File: src/rtl/spi_burst_bridge.sv
// spi_burst_bridge: decodes a command/address/length header from the SPI byte
// stream and issues 1..2^LEN_WIDTH auto-incrementing bus beats per frame.
// The bus address register survives frame boundaries so a host can keep
// streaming from where the previous frame stopped.
//
// state   | meaning
// --------+------------------------------------------------------------
// CMD     | waiting for the command byte of a frame
// ADDR    | shifting in ADDR_BYTES address bytes, MSB first
// LEN     | waiting for the burst length byte
// XFER    | write: waiting for a data byte; read: issue the beat now
// BUSY    | bus request outstanding, waiting for bus_ready_i
// RD_WAIT | read data on tx_byte_o, waiting for the host dummy byte
// DONE    | burst complete, ignoring bytes until chip select rises
module spi_burst_bridge #(
    parameter int ADDR_WIDTH = 17,
    parameter int LEN_WIDTH  = 8
) (
    input  logic                  clk_sys_i,
    input  logic                  reset_ni,
    input  logic                  spi_cs_ni,
    input  logic [7:0]            rx_byte_i,
    input  logic                  rx_valid_i,
    output logic [7:0]            tx_byte_o,
    output logic [ADDR_WIDTH-1:0] bus_addr_o,
    output logic [7:0]            bus_data_o,
    input  logic [7:0]            bus_data_i,
    output logic                  bus_rw_no,
    output logic                  bus_valid_o,
    input  logic                  bus_ready_i,
    output logic                  done_o,
    output logic                  overrun_o,
    output logic [3:0]            state_o
);

    localparam int ADDR_BYTES = (ADDR_WIDTH + 7) / 8;
    localparam int CNT_WIDTH  = LEN_WIDTH + 1;
    localparam logic [1:0] LAST_ABYTE = 2'(ADDR_BYTES - 1);

    typedef enum logic [3:0] {
        S_CMD     = 4'd0,
        S_ADDR    = 4'd1,
        S_LEN     = 4'd2,
        S_XFER    = 4'd3,
        S_BUSY    = 4'd4,
        S_RD_WAIT = 4'd5,
        S_DONE    = 4'd6
    } state_t;

    state_t                 state, state_n;
    logic                   cmd_rw, cmd_rw_n;
    logic                   cmd_burst, cmd_burst_n;
    logic [1:0]             abyte_cnt, abyte_cnt_n;
    logic [CNT_WIDTH-1:0]   count, count_n;
    logic [CNT_WIDTH-1:0]   count_dec;
    logic                   cs_q;
    logic [ADDR_WIDTH-1:0]  addr_n;
    logic [ADDR_WIDTH-1:0]  addr_shift;
    logic [7:0]             data_n;
    logic [7:0]             tx_n;
    logic                   rw_n;
    logic                   valid_n;
    logic                   done_n;
    logic                   overrun_n;

    // Address bytes enter at the bottom; bits pushed above ADDR_WIDTH fall off,
    // which is how unused high bits of the first header byte get ignored.
    assign addr_shift = ADDR_WIDTH'({bus_addr_o, rx_byte_i});
    assign count_dec  = count - CNT_WIDTH'(1);
    assign state_o    = state;

    // Next-state and datapath decode; every register holds unless an event moves it.
    always_comb begin
        state_n     = state;
        cmd_rw_n    = cmd_rw;
        cmd_burst_n = cmd_burst;
        abyte_cnt_n = abyte_cnt;
        count_n     = count;
        addr_n      = bus_addr_o;
        data_n      = bus_data_o;
        tx_n        = tx_byte_o;
        rw_n        = bus_rw_no;
        valid_n     = bus_valid_o;
        done_n      = 1'b0;
        overrun_n   = overrun_o;

        if (cs_q && !spi_cs_ni) begin
            overrun_n = 1'b0;
        end

        case (state)
            S_CMD: begin
                if (!spi_cs_ni && rx_valid_i) begin
                    cmd_rw_n    = rx_byte_i[7];
                    cmd_burst_n = rx_byte_i[5];
                    count_n     = CNT_WIDTH'(1);
                    abyte_cnt_n = 2'd0;
                    if (rx_byte_i[6]) begin
                        state_n = S_ADDR;
                    end else if (rx_byte_i[5]) begin
                        state_n = S_LEN;
                    end else begin
                        state_n = S_XFER;
                    end
                end
            end
            S_ADDR: begin
                if (spi_cs_ni) begin
                    state_n = S_CMD;
                end else if (rx_valid_i) begin
                    addr_n      = addr_shift;
                    abyte_cnt_n = abyte_cnt + 2'd1;
                    if (abyte_cnt == LAST_ABYTE) begin
                        state_n = cmd_burst ? S_LEN : S_XFER;
                    end
                end
            end
            S_LEN: begin
                if (spi_cs_ni) begin
                    state_n = S_CMD;
                end else if (rx_valid_i) begin
                    count_n = CNT_WIDTH'(rx_byte_i[LEN_WIDTH-1:0]) + CNT_WIDTH'(1);
                    state_n = S_XFER;
                end
            end
            S_XFER: begin
                if (spi_cs_ni) begin
                    state_n = S_CMD;
                end else if (cmd_rw) begin
                    valid_n = 1'b1;
                    rw_n    = 1'b1;
                    state_n = S_BUSY;
                end else if (rx_valid_i) begin
                    data_n  = rx_byte_i;
                    valid_n = 1'b1;
                    rw_n    = 1'b0;
                    state_n = S_BUSY;
                end
            end
            S_BUSY: begin
                // A byte landing here has nowhere to go; flag it and drop it.
                if (rx_valid_i) begin
                    overrun_n = 1'b1;
                end
                // Chip select is only honoured once the pending beat retires.
                if (bus_ready_i) begin
                    valid_n = 1'b0;
                    addr_n  = bus_addr_o + ADDR_WIDTH'(1);
                    count_n = count_dec;
                    if (cmd_rw) begin
                        tx_n = bus_data_i;
                    end
                    if (count_dec == '0) begin
                        done_n = 1'b1;
                    end
                    if (spi_cs_ni) begin
                        state_n = S_CMD;
                    end else if (count_dec == '0) begin
                        state_n = S_DONE;
                    end else if (cmd_rw) begin
                        state_n = S_RD_WAIT;
                    end else begin
                        state_n = S_XFER;
                    end
                end
            end
            S_RD_WAIT: begin
                if (spi_cs_ni) begin
                    state_n = S_CMD;
                end else if (rx_valid_i) begin
                    valid_n = 1'b1;
                    rw_n    = 1'b1;
                    state_n = S_BUSY;
                end
            end
            S_DONE: begin
                if (spi_cs_ni) begin
                    state_n = S_CMD;
                end
            end
            default: begin
                state_n = S_CMD;
            end
        endcase
    end

    // State and datapath registers with synchronous active-low reset.
    always_ff @(posedge clk_sys_i) begin
        if (!reset_ni) begin
            state       <= S_CMD;
            cmd_rw      <= 1'b1;
            cmd_burst   <= 1'b0;
            abyte_cnt   <= 2'd0;
            count       <= '0;
            cs_q        <= 1'b1;
            bus_addr_o  <= '0;
            bus_data_o  <= 8'h00;
            tx_byte_o   <= 8'h00;
            bus_rw_no   <= 1'b1;
            bus_valid_o <= 1'b0;
            done_o      <= 1'b0;
            overrun_o   <= 1'b0;
        end else begin
            state       <= state_n;
            cmd_rw      <= cmd_rw_n;
            cmd_burst   <= cmd_burst_n;
            abyte_cnt   <= abyte_cnt_n;
            count       <= count_n;
            cs_q        <= spi_cs_ni;
            bus_addr_o  <= addr_n;
            bus_data_o  <= data_n;
            tx_byte_o   <= tx_n;
            bus_rw_no   <= rw_n;
            bus_valid_o <= valid_n;
            done_o      <= done_n;
            overrun_o   <= overrun_n;
        end
    end

endmodule

File: config.mk
export PLATFORM = sky130hd
export DESIGN_NAME = spi_burst_bridge
export DESIGN_NICKNAME = d
export VERILOG_FILES = /design/src/rtl/spi_burst_bridge.sv
export SDC_FILE = /design/constraint.sdc
export NUM_CORES = 1
export LEC_CHECK = 0
export CAP_MARGIN = 20
export CORE_MARGIN = 4
export CORE_UTILIZATION = 47
export DETAILED_ROUTE_END_ITERATION = 12
export GPL_TIMING_DRIVEN = 0
export PLACE_DENSITY = 0.79
export SETUP_SLACK_MARGIN = 0.1
export SYNTH_ARGS = -nofsm -noshare
export SYNTH_HDL_FRONTEND = slang
export SYNTH_SLANG_ARGS = --single-unit
File: constraint.sdc
create_clock -name clk_sys_i -period 1.8 [get_ports clk_sys_i]
set_clock_uncertainty 0.05 [all_clocks]
set_input_delay 0.36 -clock clk_sys_i [delete_from_list [all_inputs] [get_ports clk_sys_i]]
set_output_delay 0.36 -clock clk_sys_i [all_outputs]
set_load 0.03 [all_outputs]
# Word level (Yosys, flattened, before mapping)
# Index checks and enable logic that the tools add are counted.
word_totals:
  reg_bits: 55
  latchBits: 0
  ramBits: 0
  rom_bits: 0
  input_bits: 21
  word_cells: 108
  mem_count: 0
classes:
  add_sub_neg: 4
  mul: 0
  div_mod_pow: 0
  magnitude_cmp: 0
  n_eq_ne: 21
  shift: 0
  n_mux: 48
  bitwise_logic: 2
  reduce_logical: 20
ops:
  columns: ["op", "count"]
  rows:
  - ["17-bit two-way mux", 3]
  - ["4-bit two-way mux", 12]
  - ["9-bit two-way mux", 4]
  - ["17-bit one-hot mux with 2 select lines", 1]
  - ["4-bit one-hot mux with 7 select lines", 1]
  - ["9-bit one-hot mux with 3 select lines", 1]
  - ["2-bit != test (second input constant)", 10]
  - ["17-bit by 1-bit adder with 17-bit output (second input constant)", 1]
  - ["1-bit two-way mux", 16]
  - ["4-bit AND reduction", 4]
  - ["4-bit by 3-bit equality test with 1-bit output (second input constant)", 3]
  - ["3-bit != test (second input constant)", 4]
  - ["5-bit AND reduction", 2]
  - ["8-bit by 1-bit adder with 9-bit output (second input constant)", 1]
  - ["9-bit logical NOT", 1]
  - ["3-bit two-way mux", 3]
  - ["9-bit by 1-bit subtractor with 9-bit output (second input constant)", 1]
  - ["4-bit by 2-bit equality test with 1-bit output (second input constant)", 2]
  - ["2-bit two-way mux", 4]
  - ["3-bit AND reduction", 2]
  - ["6-bit AND reduction", 1]
  - ["2-bit nonzero test", 3]
  - ["3-bit nonzero test", 2]
  - ["4-bit by 1-bit equality test with 1-bit output (second input constant)", 1]
  - ["other kinds (10)", 12]

# Logic depth before layout (Yosys ltp)
depth:
  word_depth: 6
  depth_mapped: 8
  ltp_nobuf: 7

# Worst setup path before layout
# Ideal clock, no wire load.
synth_timing:
  path_kind: "flip-flop to flip-flop"
  start: "reg state[2], in the netlist state_o[2]"
  end: "reg bus_addr_o[15]"
  setup_ns: 0.134
  t_arrival_ns: 1.855
  required_time_ns: 1.616
  setup_slack_ns: -0.239
  path_stages_with_launch: 6
  path_buffers: 1
  synth_period_minus_slack_ns: 2.039
  cell_sequence: "dfxtp_1 or4b_1 buf_2 or4_1 o21ai_0 a211oi_1"
synth_via:
  elab_chain_cells: 3
  elab_cells_between_ends: 8
synth_rtl:
  columns: ["element", "line", "text"]
  rows:
  - ["start: declaration", "50", "state_t state, state_n;"]
  - ["start signal: assignment", "204", "state <= state_n;"]
  - ["4-bit by 3-bit equality test with 1-bit output / 4-bit by 1-bit equality test with 1-bit output (equally long branches)", "91", "case (state)"]
  - ["2-bit != test (no source line) / 2-bit nonzero test (equally long branches)", null, null]
  - ["4-bit AND reduction (no source line)", null, null]
  - ["end signal: assignment", "210", "bus_addr_o <= addr_n;"]
  - ["end: declaration", "25", "output logic [ADDR_WIDTH-1:0] bus_addr_o,"]
# Parallel ways exist; a longest one is shown, timed or not.
# A chain may end at the register's enable or synchronous reset.

# Worst setup path in the final report
layout_timing:
  start: "reg state[2], in the netlist state_o[2]"
  end: "reg count[8]"
layout_via:
  elab_chain_cells: 3
  elab_cells_between_ends: 10
layout_rtl:
  columns: ["element", "line", "text"]
  rows:
  - ["4-bit by 2-bit equality test with 1-bit output, or another cell as far along", "91", null]
  - ["2-bit != test (no source line) / 3-bit nonzero test (equally long branches)", null, null]
  - ["5-bit AND reduction (no source line)", null, null]
  - ["end signal: assignment", "208", "count <= count_n;"]
  - ["end: declaration", "54", "logic [CNT_WIDTH-1:0] count, count_n;"]
# Parallel ways exist; a longest one is shown, timed or not.

==> key figures <==
Run status
  – Status: complete, but fails checks
  – Failing checks: setup timing

Critical path
  – WS Path Type: reg2reg
  – Crit path required time: 2.01 ns
  – Critical path endpoint category: flip-flop
  – Worst-path fanout max: 8
  – Nature of the critical path startpoint: flip-flop
  – Crit path arrival time: 2.26 ns

Timing
  – Fmax: 0.487 GHz
  – Final hold violations: 0
  – Least-Margin Pin Slew: 0.707 ns
  – Max_slew headroom: 52.9%
  – Tcrit/Tclk final: 114%
  – RSZ-0062 raised after global routing: true
  – Max Slew Vio Count: 0
  – Fin worst setup slack: -0.251 ns
  – Endpoints failing setup: 28
  – Period minus WS final: 2.05 ns

Route
  – Initial DRC Count: 437
  – 1st-pass router iterations: 5
  – Antenna viol nets, final: 0
  – Drt via density: 6.63
  – Final WL: 12,900 um
  – Via Count: 3,892
  – Post-DR wirelength/cell: 21.9 um
  – Residual DRC: 0

Job
  – MaxCap Viol Count: 0

Final layout
  – Total Nets Final: 535
  – Fraction of layout cells with a size suffix above 1: 32.2%
  – Core Util, Final: 77.3%
  – Diodes inserted: 0
  – Area growth syn-to-layout: 58.5%

Clock tree
  – Reg clk slew, reported paths: 0.11 ns
  – CTS tree: built
  – Longest Clk Path Bufs: 2
  – CTS Buf Count: 5
  – H-tree depth: 2
  – Hold Buf Count CTS: 0
  – Clk Latency, worst-skew pair: 0.32 ns
  – CTS Root Cell: clkbuf_8
  – CTS sink count: 55

Global route
  – Number of global-route vias before repair: 3,578
  – GR Util All Layers: 29.9%
  – Antenna violations before repair: 0
  – GRT overflow: 0
  – Pin count of the biggest net entering global routing: 17
  – Global-route wire length before repair: 18,500 um

Synthesis
  – Adder-Cell Fraction of Synth Area: 2.00%
  – Cell with the most instances after synthesis: dfxtp_1
  – Synth warn: 0
  – Area leader, netlist: dfxtp_1
  – Predominant post-synthesis flop cell: dfxtp_1
  – Post-synth cell types: 64
  – Share of the synthesized area in the top cell type: 35.1%
  – Synth top cells by count: 55 x dfxtp_1, 50 x nor2_1, 32 x nand2_1
  – Largest family of logic cells by synthesized area: simple AND/OR/NAND/NOR gates
  – Syn_area_per_cell: 7.87 um^2
  – Synth Area in XOR/XNOR: 2.24%
  – Number of flops mapped to enable cells by yosys: 0
  – Mux cell area share after synthesis: 5.43%
  – Post-synthesis sequential area ratio: 35.1%
  – Post-Synth Simple-Gate Area: 29.1%
  – Mapped Area: 3130 um^2
  – Most area-consuming cells after synthesis: dfxtp_1 35%, nor2_1 6.0%, mux2i_1 5.4%
  – Syn Nets: 424
  – Compound-gate portion of the synthesized area: 21.0%
  – Asr flop ratio synth: 0%
  – Post-Synthesis Cells: 398
  – Synthesis-stage register bit count: 55

Min path
  – Hold crit path type: reg2reg

Floorplanning
  – # IOs: 62
  – Die Footprint: 8040 um^2
  – Die X: 89.6 um
  – Initial Util: 48.8%
  – Die height: 89.6 um
  – Core Rows: 29
  – Core Box Area: 6420 um^2

Placed design
  – Port Buffers: 60
  – Routability cong.: 0.949
  – DPL Wire Length: 6880 um

Power and ir drop
  – Leakage: 2.01 nW
  – Maximum vdd drop: 0.000317 V
  – P per Cell Area: 456 nW/um^2
  – Switching part of the total: 28.0%
  – Net load switching power: 0.634 mW
  – Clk pwr share: 31.1%
  – Cell Int Power: 1.63 mW
  – Total power: 2.26 mW
  – Flop pwr share: 54.6%
  – Combinational power share: 14.4%
[final cells by class]
| class | instances | area (um^2) |
|---|---|---|
| clock inverter | 3 | 15.0 |
| tap | 77 | 96.3 |
| multi-input combinational | 306 | 2310 |
| clock buffer | 5 | 68.8 |
| inverter | 9 | 40.0 |
| sequential | 55 | 1130 |
| timing repair buffer | 105 | 1040 |
| buffer | 27 | 270 |
| fill | 435 | 1460 |
[layer usage]
layer | part of all wire, % | vias up | wire length, um | GRT usage, %
li1 | - | 1684 | - | -
met1 | 37 | 1817 | 4810 | 37.0
met2 | 47 | 308 | 6110 | 49.5
met3 | 10 | 83 | 1310 | 6.84
met4 | 5.1 | 0 | 659 | 13.3
met5 | 0 | - | 0 | 0
[cells by family after synthesis]
kind of cell / after synthesis
adder cells (fa/ha/maj): 5
AO/OA/AOI/OAI: 104
buffers and inverters: 37
flip-flops: 55
AND/OR/NAND/NOR: 171
XOR/XNOR: 8
multiplexers: 17
other: 1
[layout by cell type, fill, tap and decap left out, drive strengths merged, types with 3 or more instances in the layout]
master         count
nand3b             5
nand2b             6
dfxtp             55
clkdlybuf4s50     17
nor2              51
o22ai              5
clkbuf            26
nor4               7
nor3b              3
or4                3
nor2b              3
mux2i             17
inv                8
xnor2              6
o31ai              5
clkinv             3
a311oi             3
buf               52
nand2             32
a21oi             25
and3               5
ha                 5
nor4b              4
a31oi              3
a211oi             7
dlygate4sd2       41
a22oi              7
nand4              7
nand3             20
and2               4
nor3              14
o21ai             31
[critical path, cell delays in order (launching register included)]
cell     delay (ns)
dfxtp_2        0.43
or4b_4         0.56
buf_12         0.18
buf_12         0.14
nor4b_1        0.37
a31oi_1        0.09
o22ai_1        0.16
[sequential cells by signal, summed over array words and instances (netlist names)]
register     cells
bus_addr_o      17
bus_rw_no        1
done_o           1
tx_byte_o        8
bus_valid_o      1
state_o          4
bus_data_o       8
cmd_rw           1
cmd_burst        1
overrun_o        1
cs_q             1
abyte_cnt        2
count            9
[power by group through the flow]
stage	logic, mW	clock network, mW	registers (mW)
after floorplan	0.141	0	1.27
after global placement	0.256	0	1.26
after detailed placement	0.259	0	1.26
after CTS	0.300	0.696	1.23
after global routing	0.343	0.738	1.24
final	0.325	0.703	1.24
[repair_timing]
item                                    CTS  global route
gates cloned                              6             1
endpoints found under the setup margin   93            55
resized for setup                       133            56
pin swaps                                45            18
setup buffers                            28            10
[final timing paths]
kind / from / slack (ns) / cells after the start / endpoint
max reg2reg: state_o[2] / -0.25 / 6 / count[8]
max: state_o[2] / -0.25 / 6 / count[8]
min reg2reg: bus_data_o[5] / 0.45 / 2 / bus_data_o[5]
min: bus_data_o[5] / 0.45 / 2 / bus_data_o[5]
[per-stage QoR]
step	cells	setup slack, ns	area [um^2]	hold WS (ns)	setup TNS (ns)
finish	587	-0.251	4970	0.449	-2.42
detailed placement	535	-0.715	3990	0.421	-23.40
CTS	577	-0.266	4730	0.432	-2.75
global route	587	-0.252	4970	0.492	-4.05
floorplan	398	-0.113	3290	0.398	-0.602
global placement	535	-0.696	3990	0.416	-22.04
Note: power is estimated with default switching activity, not from simulation.
